File: src/rtl/button_event_classifier.sv
// -----------------------------------------------------------------------------
// button_event_classifier
//   Turns the debounced, clock-synchronous button level into one-cycle event
//   pulses: press, release, short press, long press and auto-repeat while held.
//   One instance per push-button, directly downstream of the debouncer.
//
// Parameters
//   CLOCK_FREQ    clock frequency in Hz (1 ms = CLOCK_FREQ/1000 cycles, >=1000)
//   LONG_PRESS_MS hold time in ms that qualifies a long press (>=1)
//   REPEAT_MS     auto-repeat period in ms after a long press (0 = no repeat)
//   ACTIVE_LOW    1: din low means pressed; 0: din high means pressed
//
// Ports
//   clk           system clock
//   n_rst         asynchronous active-low reset
//   din           debounced button level
//   press_pulse   1-cycle pulse on press
//   release_pulse 1-cycle pulse on release
//   short_pulse   1-cycle pulse on release before the long-press threshold
//   long_pulse    1-cycle pulse when the hold reaches LONG_PRESS_MS
//   repeat_pulse  1-cycle pulse every REPEAT_MS while held after long_pulse
//   held          registered pressed level (state != IDLE)
//   press_count   presses since reset, wraps 255 -> 0
// -----------------------------------------------------------------------------
module button_event_classifier #(
  parameter int unsigned CLOCK_FREQ    = 24000000,
  parameter int unsigned LONG_PRESS_MS = 1000,
  parameter int unsigned REPEAT_MS     = 200,
  parameter bit          ACTIVE_LOW    = 1'b0
) (
  input  logic       clk,
  input  logic       n_rst,
  input  logic       din,
  output logic       press_pulse,
  output logic       release_pulse,
  output logic       short_pulse,
  output logic       long_pulse,
  output logic       repeat_pulse,
  output logic       held,
  output logic [7:0] press_count
);

  localparam int unsigned PS_DIV = CLOCK_FREQ / 1000;
  localparam int unsigned PS_W   = (PS_DIV > 1) ? $clog2(PS_DIV) : 1;
  localparam int unsigned MS_MAX = (LONG_PRESS_MS > REPEAT_MS) ? LONG_PRESS_MS : REPEAT_MS;
  localparam int unsigned MS_W   = $clog2(MS_MAX + 1);

  localparam logic [PS_W-1:0] PS_LAST  = PS_W'(PS_DIV - 1);
  localparam logic [MS_W-1:0] LONG_CMP = MS_W'(LONG_PRESS_MS);
  localparam logic [MS_W-1:0] REP_CMP  = MS_W'(REPEAT_MS);

  typedef enum logic [1:0] {
    S_IDLE,
    S_PRESSED,
    S_LONG_HELD
  } state_t;

  state_t          r_state;
  state_t          w_state_nxt;
  logic            r_prev;
  logic [PS_W-1:0] r_presc;
  logic [MS_W-1:0] r_ms_cnt;
  logic            r_press;
  logic            r_release;
  logic            r_short;
  logic            r_long;
  logic            r_repeat;
  logic            r_held;
  logic [7:0]      r_count;

  logic            w_pressed;
  logic            w_tick;
  logic [MS_W-1:0] w_ms_inc;
  logic [PS_W-1:0] w_presc_nxt;
  logic [MS_W-1:0] w_ms_nxt;
  logic            w_press_nxt;
  logic            w_release_nxt;
  logic            w_short_nxt;
  logic            w_long_nxt;
  logic            w_repeat_nxt;

  assign w_pressed = din ^ ACTIVE_LOW;
  // The ms prescaler only runs outside IDLE, so timing always starts from
  // the press edge.
  assign w_tick    = (r_state != S_IDLE) && (r_presc == PS_LAST);
  assign w_ms_inc  = r_ms_cnt + 1'b1;

  // State register
  always_ff @(posedge clk or negedge n_rst) begin
    if (!n_rst) begin
      r_state <= S_IDLE;
    end else begin
      r_state <= w_state_nxt;
    end
  end

  // Next-state logic; a release always takes priority over a completing tick
  always_comb begin
    w_state_nxt = r_state;
    unique case (r_state)
      S_IDLE: begin
        if (w_pressed && !r_prev) begin
          w_state_nxt = S_PRESSED;
        end
      end
      S_PRESSED: begin
        if (!w_pressed) begin
          w_state_nxt = S_IDLE;
        end else if (w_tick && (w_ms_inc == LONG_CMP)) begin
          w_state_nxt = S_LONG_HELD;
        end
      end
      S_LONG_HELD: begin
        if (!w_pressed) begin
          w_state_nxt = S_IDLE;
        end
      end
      default: w_state_nxt = S_IDLE;
    endcase
  end

  // Output / datapath next values
  always_comb begin
    w_press_nxt   = 1'b0;
    w_release_nxt = 1'b0;
    w_short_nxt   = 1'b0;
    w_long_nxt    = 1'b0;
    w_repeat_nxt  = 1'b0;
    w_ms_nxt      = r_ms_cnt;
    if (r_state == S_IDLE) begin
      w_presc_nxt = '0;
    end else if (w_tick) begin
      w_presc_nxt = '0;
    end else begin
      w_presc_nxt = r_presc + 1'b1;
    end

    unique case (r_state)
      S_IDLE: begin
        if (w_pressed && !r_prev) begin
          w_press_nxt = 1'b1;
          w_ms_nxt    = '0;
        end
      end
      S_PRESSED: begin
        if (!w_pressed) begin
          w_release_nxt = 1'b1;
          w_short_nxt   = 1'b1;
        end else if (w_tick) begin
          if (w_ms_inc == LONG_CMP) begin
            w_long_nxt = 1'b1;
            w_ms_nxt   = '0;
          end else begin
            w_ms_nxt   = w_ms_inc;
          end
        end
      end
      S_LONG_HELD: begin
        if (!w_pressed) begin
          w_release_nxt = 1'b1;
        end else if (w_tick && (REPEAT_MS != 0)) begin
          if (w_ms_inc == REP_CMP) begin
            w_repeat_nxt = 1'b1;
            w_ms_nxt     = '0;
          end else begin
            w_ms_nxt     = w_ms_inc;
          end
        end
      end
      default: ;
    endcase
  end

  // Registered outputs and counters
  always_ff @(posedge clk or negedge n_rst) begin
    if (!n_rst) begin
      r_prev    <= 1'b0;
      r_presc   <= '0;
      r_ms_cnt  <= '0;
      r_press   <= 1'b0;
      r_release <= 1'b0;
      r_short   <= 1'b0;
      r_long    <= 1'b0;
      r_repeat  <= 1'b0;
      r_held    <= 1'b0;
      r_count   <= '0;
    end else begin
      r_prev    <= w_pressed;
      r_presc   <= w_presc_nxt;
      r_ms_cnt  <= w_ms_nxt;
      r_press   <= w_press_nxt;
      r_release <= w_release_nxt;
      r_short   <= w_short_nxt;
      r_long    <= w_long_nxt;
      r_repeat  <= w_repeat_nxt;
      r_held    <= (w_state_nxt != S_IDLE);
      if (w_press_nxt) begin
        r_count <= r_count + 8'd1;
      end
    end
  end

  assign press_pulse   = r_press;
  assign release_pulse = r_release;
  assign short_pulse   = r_short;
  assign long_pulse    = r_long;
  assign repeat_pulse  = r_repeat;
  assign held          = r_held;
  assign press_count   = r_count;

endmodule

File: config.mk
export PLATFORM = sky130hd
export DESIGN_NAME = button_event_classifier
export DESIGN_NICKNAME = d
export VERILOG_FILES = /design/src/rtl/button_event_classifier.sv
export SDC_FILE = /design/constraint.sdc
export NUM_CORES = 1
export LEC_CHECK = 0
export ABC_AREA = 1
export BUFFER_PORTS_ARGS = -buffer_cell sky130_fd_sc_hd__buf_2
export CAP_MARGIN = 20
export CORE_MARGIN = 4
export CORE_UTILIZATION = 48
export DETAILED_ROUTE_END_ITERATION = 8
export PLACE_DENSITY = 0.65
export SLEW_MARGIN = 0
export SYNTH_ARGS = -nofsm -noshare
export SYNTH_HDL_FRONTEND = slang
export SYNTH_SLANG_ARGS = --single-unit
export TNS_END_PERCENT = 50
File: constraint.sdc
create_clock -name clk -period 4.4 [get_ports clk]
set_input_delay 0.88 -clock clk [delete_from_list [all_inputs] [get_ports clk]]
set_output_delay 0.88 -clock clk [all_outputs]
set_load 0.03 [all_outputs]
-- Yosys cells after proc, flatten, opt, wreduce, memory -nomap -nowiden
Cells that the tools add are included.
- multiplexer cells: 28
- $add $sub $neg: 3
- equality and inequality tests: 10
- reduce and logical (&&, ||, !) cells: 10
- operators with widths (cell ; count):
    $mux 10 ; 7
    $mux 15 ; 2
    $pmux 10 s3 ; 1
    $add 15x1->15 const B ; 1
    $eq 15x15->1 const B ; 1
    $mux 1 ; 13
    $add 10x1->10 const B ; 1
    $eq 10x10->1 const B ; 1
    $eq 10x8->1 const B ; 1
    $ne 2x2->1 const B ; 5
    $add 8x1->8 const B ; 1
    $mux 2 ; 4
    $pmux 2 s3 ; 1
    $reduce_and 6->1 ; 1
    $reduce_bool 2->1 ; 2
    $logic_and 1x1->1 ; 3
    $reduce_bool 3->1 ; 1
    $eq 2x1->1 const B ; 1
    $eq 2x2->1 const B ; 1
    $logic_not 2->1 ; 1
    $reduce_or 2->1 ; 1
    $logic_not 1->1 ; 1
- input port bits: 3
- register bits after elaboration: 42

-- Depth between registers and ports, before layout
- depth in word-level cells: 7
- gate-level depth with buffers: 13

-- Worst setup path before layout
OpenSTA, ideal clock, no wires.
- path kind: input port to flip-flop
- start point: input din
- end point: register r_count[6], in the netlist press_count[6]
- arrival: 1695 ps
- data required time: 4320 ps
- setup slack: 2625 ps
- path buffers: 0
- cell stages on the path: 7
- cell sequence: inv_2 > nor2_1 > nand2_1 > nor2_1 > nand3_1 > nor2_1 > xor2_1
- longest elaborated chain between the ends: 3
- RTL lines (item ; line ; text):
    start, declared ; 33 ; input logic din,
    $logic_and 1x1->1 ; 140 ; if (w_pressed && !r_prev) begin
    $mux 1 ; 140 ;
    $mux 1 ; 138 ; unique case (r_state)
    end signal, assigned ; 198 ; r_count <= r_count + 8'd1;
    end, declared ; 69 ; logic [7:0] r_count;
No other way between the ends.
A chain may end at the register's enable or synchronous reset.

-- Worst setup path after layout
- start point: register r_state[0]
- end point: register r_presc[11]
- longest elaborated chain between the ends: 4
- elaborated cells on any way between the ends: 5
- RTL lines (item ; line ; text):
    start, declared ; 58 ; state_t r_state;
    start signal, assigned ; 93 ; r_state <= w_state_nxt;
    $reduce_bool 2->1 ; 85 ; assign w_tick = (r_state != S_IDLE) && (r_presc == PS_LAST);
    $logic_and 1x1->1 ; 85 ;
    $mux 15 ; 132 ; end else if (w_tick) begin
    $mux 15 * ; 130 ; if (r_state == S_IDLE) begin
    via w_presc_nxt[11] ; 74 ; logic [PS_W-1:0] w_presc_nxt;
    end signal, assigned ; 189 ; r_presc <= w_presc_nxt;
    end, declared ; 61 ; logic [PS_W-1:0] r_presc;
The timed path passes the listed nets; every way through them passes the cells marked *.

==> results.ini <==
[synth]
yosys-top-cells-area=dfrtp_1 (47%), nand2_1 (12%), inv_1 (6.3%), nor2_1 (5.8%), nand3_1 (5.1%)
synth_common_cells=nand2_1 (74), dfrtp_1 (42), inv_1 (38)
synth-edff-count=0
synth_seq_cells=42
yosys.area.top_type_share=0.465
syn_avg_cell_area_sq_um=8.07
yosys_warnings=0
mappedNetlistArea_sq_um=2260
synthCells=280
synth.distinct_cells=31
async_flop_share=1.00
synth_most_common_cell=nand2_1
seq_area_frac_synth=0.465
synthFlopType=dfrtp_1
synth_nets=291
yosysTopAreaCell=dfrtp_1

[route]
vias=1762
viasPerCell=4.98
drc=0
drt-pass1-iter-count=4
routedWlPerCell_um=11.3
detail-route-antenna-nets=0
postRouteWirelength_mm=4.01
drt_iter0_drc=64

[worst_setup_path]
crit_top_cell=inv_1
reg2reg_depth=10
r2r_slack_ns=2.40
path_class=reg -> reg
crit_fanout=7
worstPathRequired_ns=4.58
critPathArrivalTime_ns=2.18
end_kind=flip-flop
cp-start-kind=flip-flop
critical_path.endpoint=r_presc[11]
worstPathCellList=inv_1, ha_1, inv_1, nand2_1, nor3_2, nand2_1, nand2_1, inv_1, o211ai_1, inv_1
slowest_stage=dfrtp_1
cpPeakStageDelay_ns=0.42
r2r_start=r_state[0]
worstSetupStartpoint=r_state[0]
r2r-end=r_presc[11]

[global_routing]
grt_usage=0.150
antenna_found_initial=0
grt_overflow=0
grt_pass1_vias=1686
grt_pass1_wl_mm=7.33
grt_max_degree=43

[power]
power.density_nw_per_um2=427
p_leak_nw=1.31
irDropWorstVdd_mv=0.223

[clock_tree]
clockRootBuffer=clkbuf_8
cts_buffer_depth=2
cts-hold-fix-buffers=0
cts_resized=0
cts_setup_buffers=0
htree_levels=2
clkTransAtPathRegs_ns=0.08
cts_tree=done
cts_buffers=5
clock_latency_ns=0.30
clock-sinks=42

[placement]
dp_hpwl_mm=2.95
io_buffers=16
dp_cells=346
gp_congestion=0.820

[cells_and_area]
areaGrowthSynthToFinish_pct=9.97
nets=312
n_fill_cell=411
drive_gt1_frac=0.162
fin_cells=354
diodes=0

[floorplan]
fp-row-count=24
core_sq_um=4440
dieArea_sq_um=5870
initial_core_util=0.508
num_io_pins=17
die_w_um=76.6
die_y_um=76.6

[sta]
fmax_mhz=500
relSlewSlack=0.400
hold_viol_final=0
fin_skew_ns=0.0132
setup_violations=0
setup_tns_ns=0
finalMaxSlewViolations=0
post-route-period-util=0.454
worstMarginPinSlew_ns=0.900
period_minus_slack_ns=2.00
rsz0062_at_grt=no

[hold_path]
min_path_type=reg -> reg

[run_status]
status=completed

[flow_run]
max_cap_viol_count=0

[area by class of cell]
type                       instances  area, sq um  area share
multi-input combinational        197         1050       0.422
clock buffer                       5         68.8      0.0277
clock inverter                     3         23.8     0.00957
tap                               52         65.1      0.0262
timing repair buffer              16         80.1      0.0322
sequential                        42         1050       0.423
inverter                          39          146      0.0589
[power by group]
part / internal, mW / switching, mW / leakage (nW) / total (mW)
logic: 0.0940 / 0.232 / 0.704 / 0.326
clock network: 0.113 / 0.142 / 0.0408 / 0.255
registers: 0.435 / 0.0436 / 0.570 / 0.479
total: 0.643 / 0.417 / 1.31 / 1.06
[cell usage in the layout, fill, tap and decap left out, types with 2 or more instances in the layout]
cell type   Yosys  layout
dfrtp_1        42      42
nor3b_1         2       2
nand2_4         2       2
nand3_1        23      23
o21ai_0         4       4
nand3_2         2       2
nand2_1        74      74
nor2_4          2       2
nor2_2          6       6
nand2_2         7       7
inv_1          38      38
xnor2_1         4       4
clkinvlp_4      0       2
nand4_1         4       4
clkbuf_8        0       5
ha_1            8       8
buf_2           1      16
nor2_1         35      35
a21oi_1         2       2
nor3_1          6       6
xor2_1          6       6
[through the flow]
step	power, mW	util	setup slack, ns	cell area (sq um)	hold slack, ns
floorplan	0.728	-	2.62	2260	0.433
global placement	0.814	0.538	2.27	2390	0.453
detailed placement	0.818	0.538	2.26	2390	0.454
CTS	1.08	0.559	2.38	2480	0.469
global route	1.14	0.559	2.15	2480	0.491
finish	1.06	0.559	2.40	2480	0.460
[logic make-up after synthesis]
kind of cell             Yosys count  synth area share
adder cells (fa/ha/maj)            8            0.0443
buffers and inverters             41            0.0704
flip-flops                        42             0.465
XOR/XNOR                          10            0.0388
AO/OA/AOI/OAI                     12            0.0338
AND/OR/NAND/NOR                  167             0.347
[layer usage]
metal  wire, um  track usage  up-vias
met3        150       0.0366        7
met4         61       0.0489        0
met1       1900        0.184      811
met2       1900        0.259       26
li1           -            -      918
met5          0            0        -
[critical path: cells and delay by family, from the launching register on]
kind | cells | cell delay [ns]
AOI/OAI and AO/OA | 1 | 0.13
adders and majority gates | 1 | 0.26
buffers and inverters | 4 | 0.43
DFF | 1 | 0.42
and+or+nand+nor | 4 | 0.64
[worst min path at each step]
stage               slack (ns)        endpoint      startpoint  cells after the start
floorplan                 0.43     r_presc[14]     r_presc[14]                      1
global placement          0.45  press_count[7]  press_count[7]                      1
detailed placement        0.45  press_count[7]  press_count[7]                      1
CTS                       0.47  press_count[7]  press_count[7]                      1
global route              0.49  press_count[7]  press_count[7]                      1
finish                    0.46  press_count[7]  press_count[7]                      1
[registers in the layout (all words and copies together), names as in the netlist]
register	cells
r_presc	15
r_state	2
r_prev	1
short_pulse	1
long_pulse	1
press_pulse	1
held	1
repeat_pulse	1
r_ms_cnt	10
release_pulse	1
press_count	8
Power figures use the tool's default switching activity.
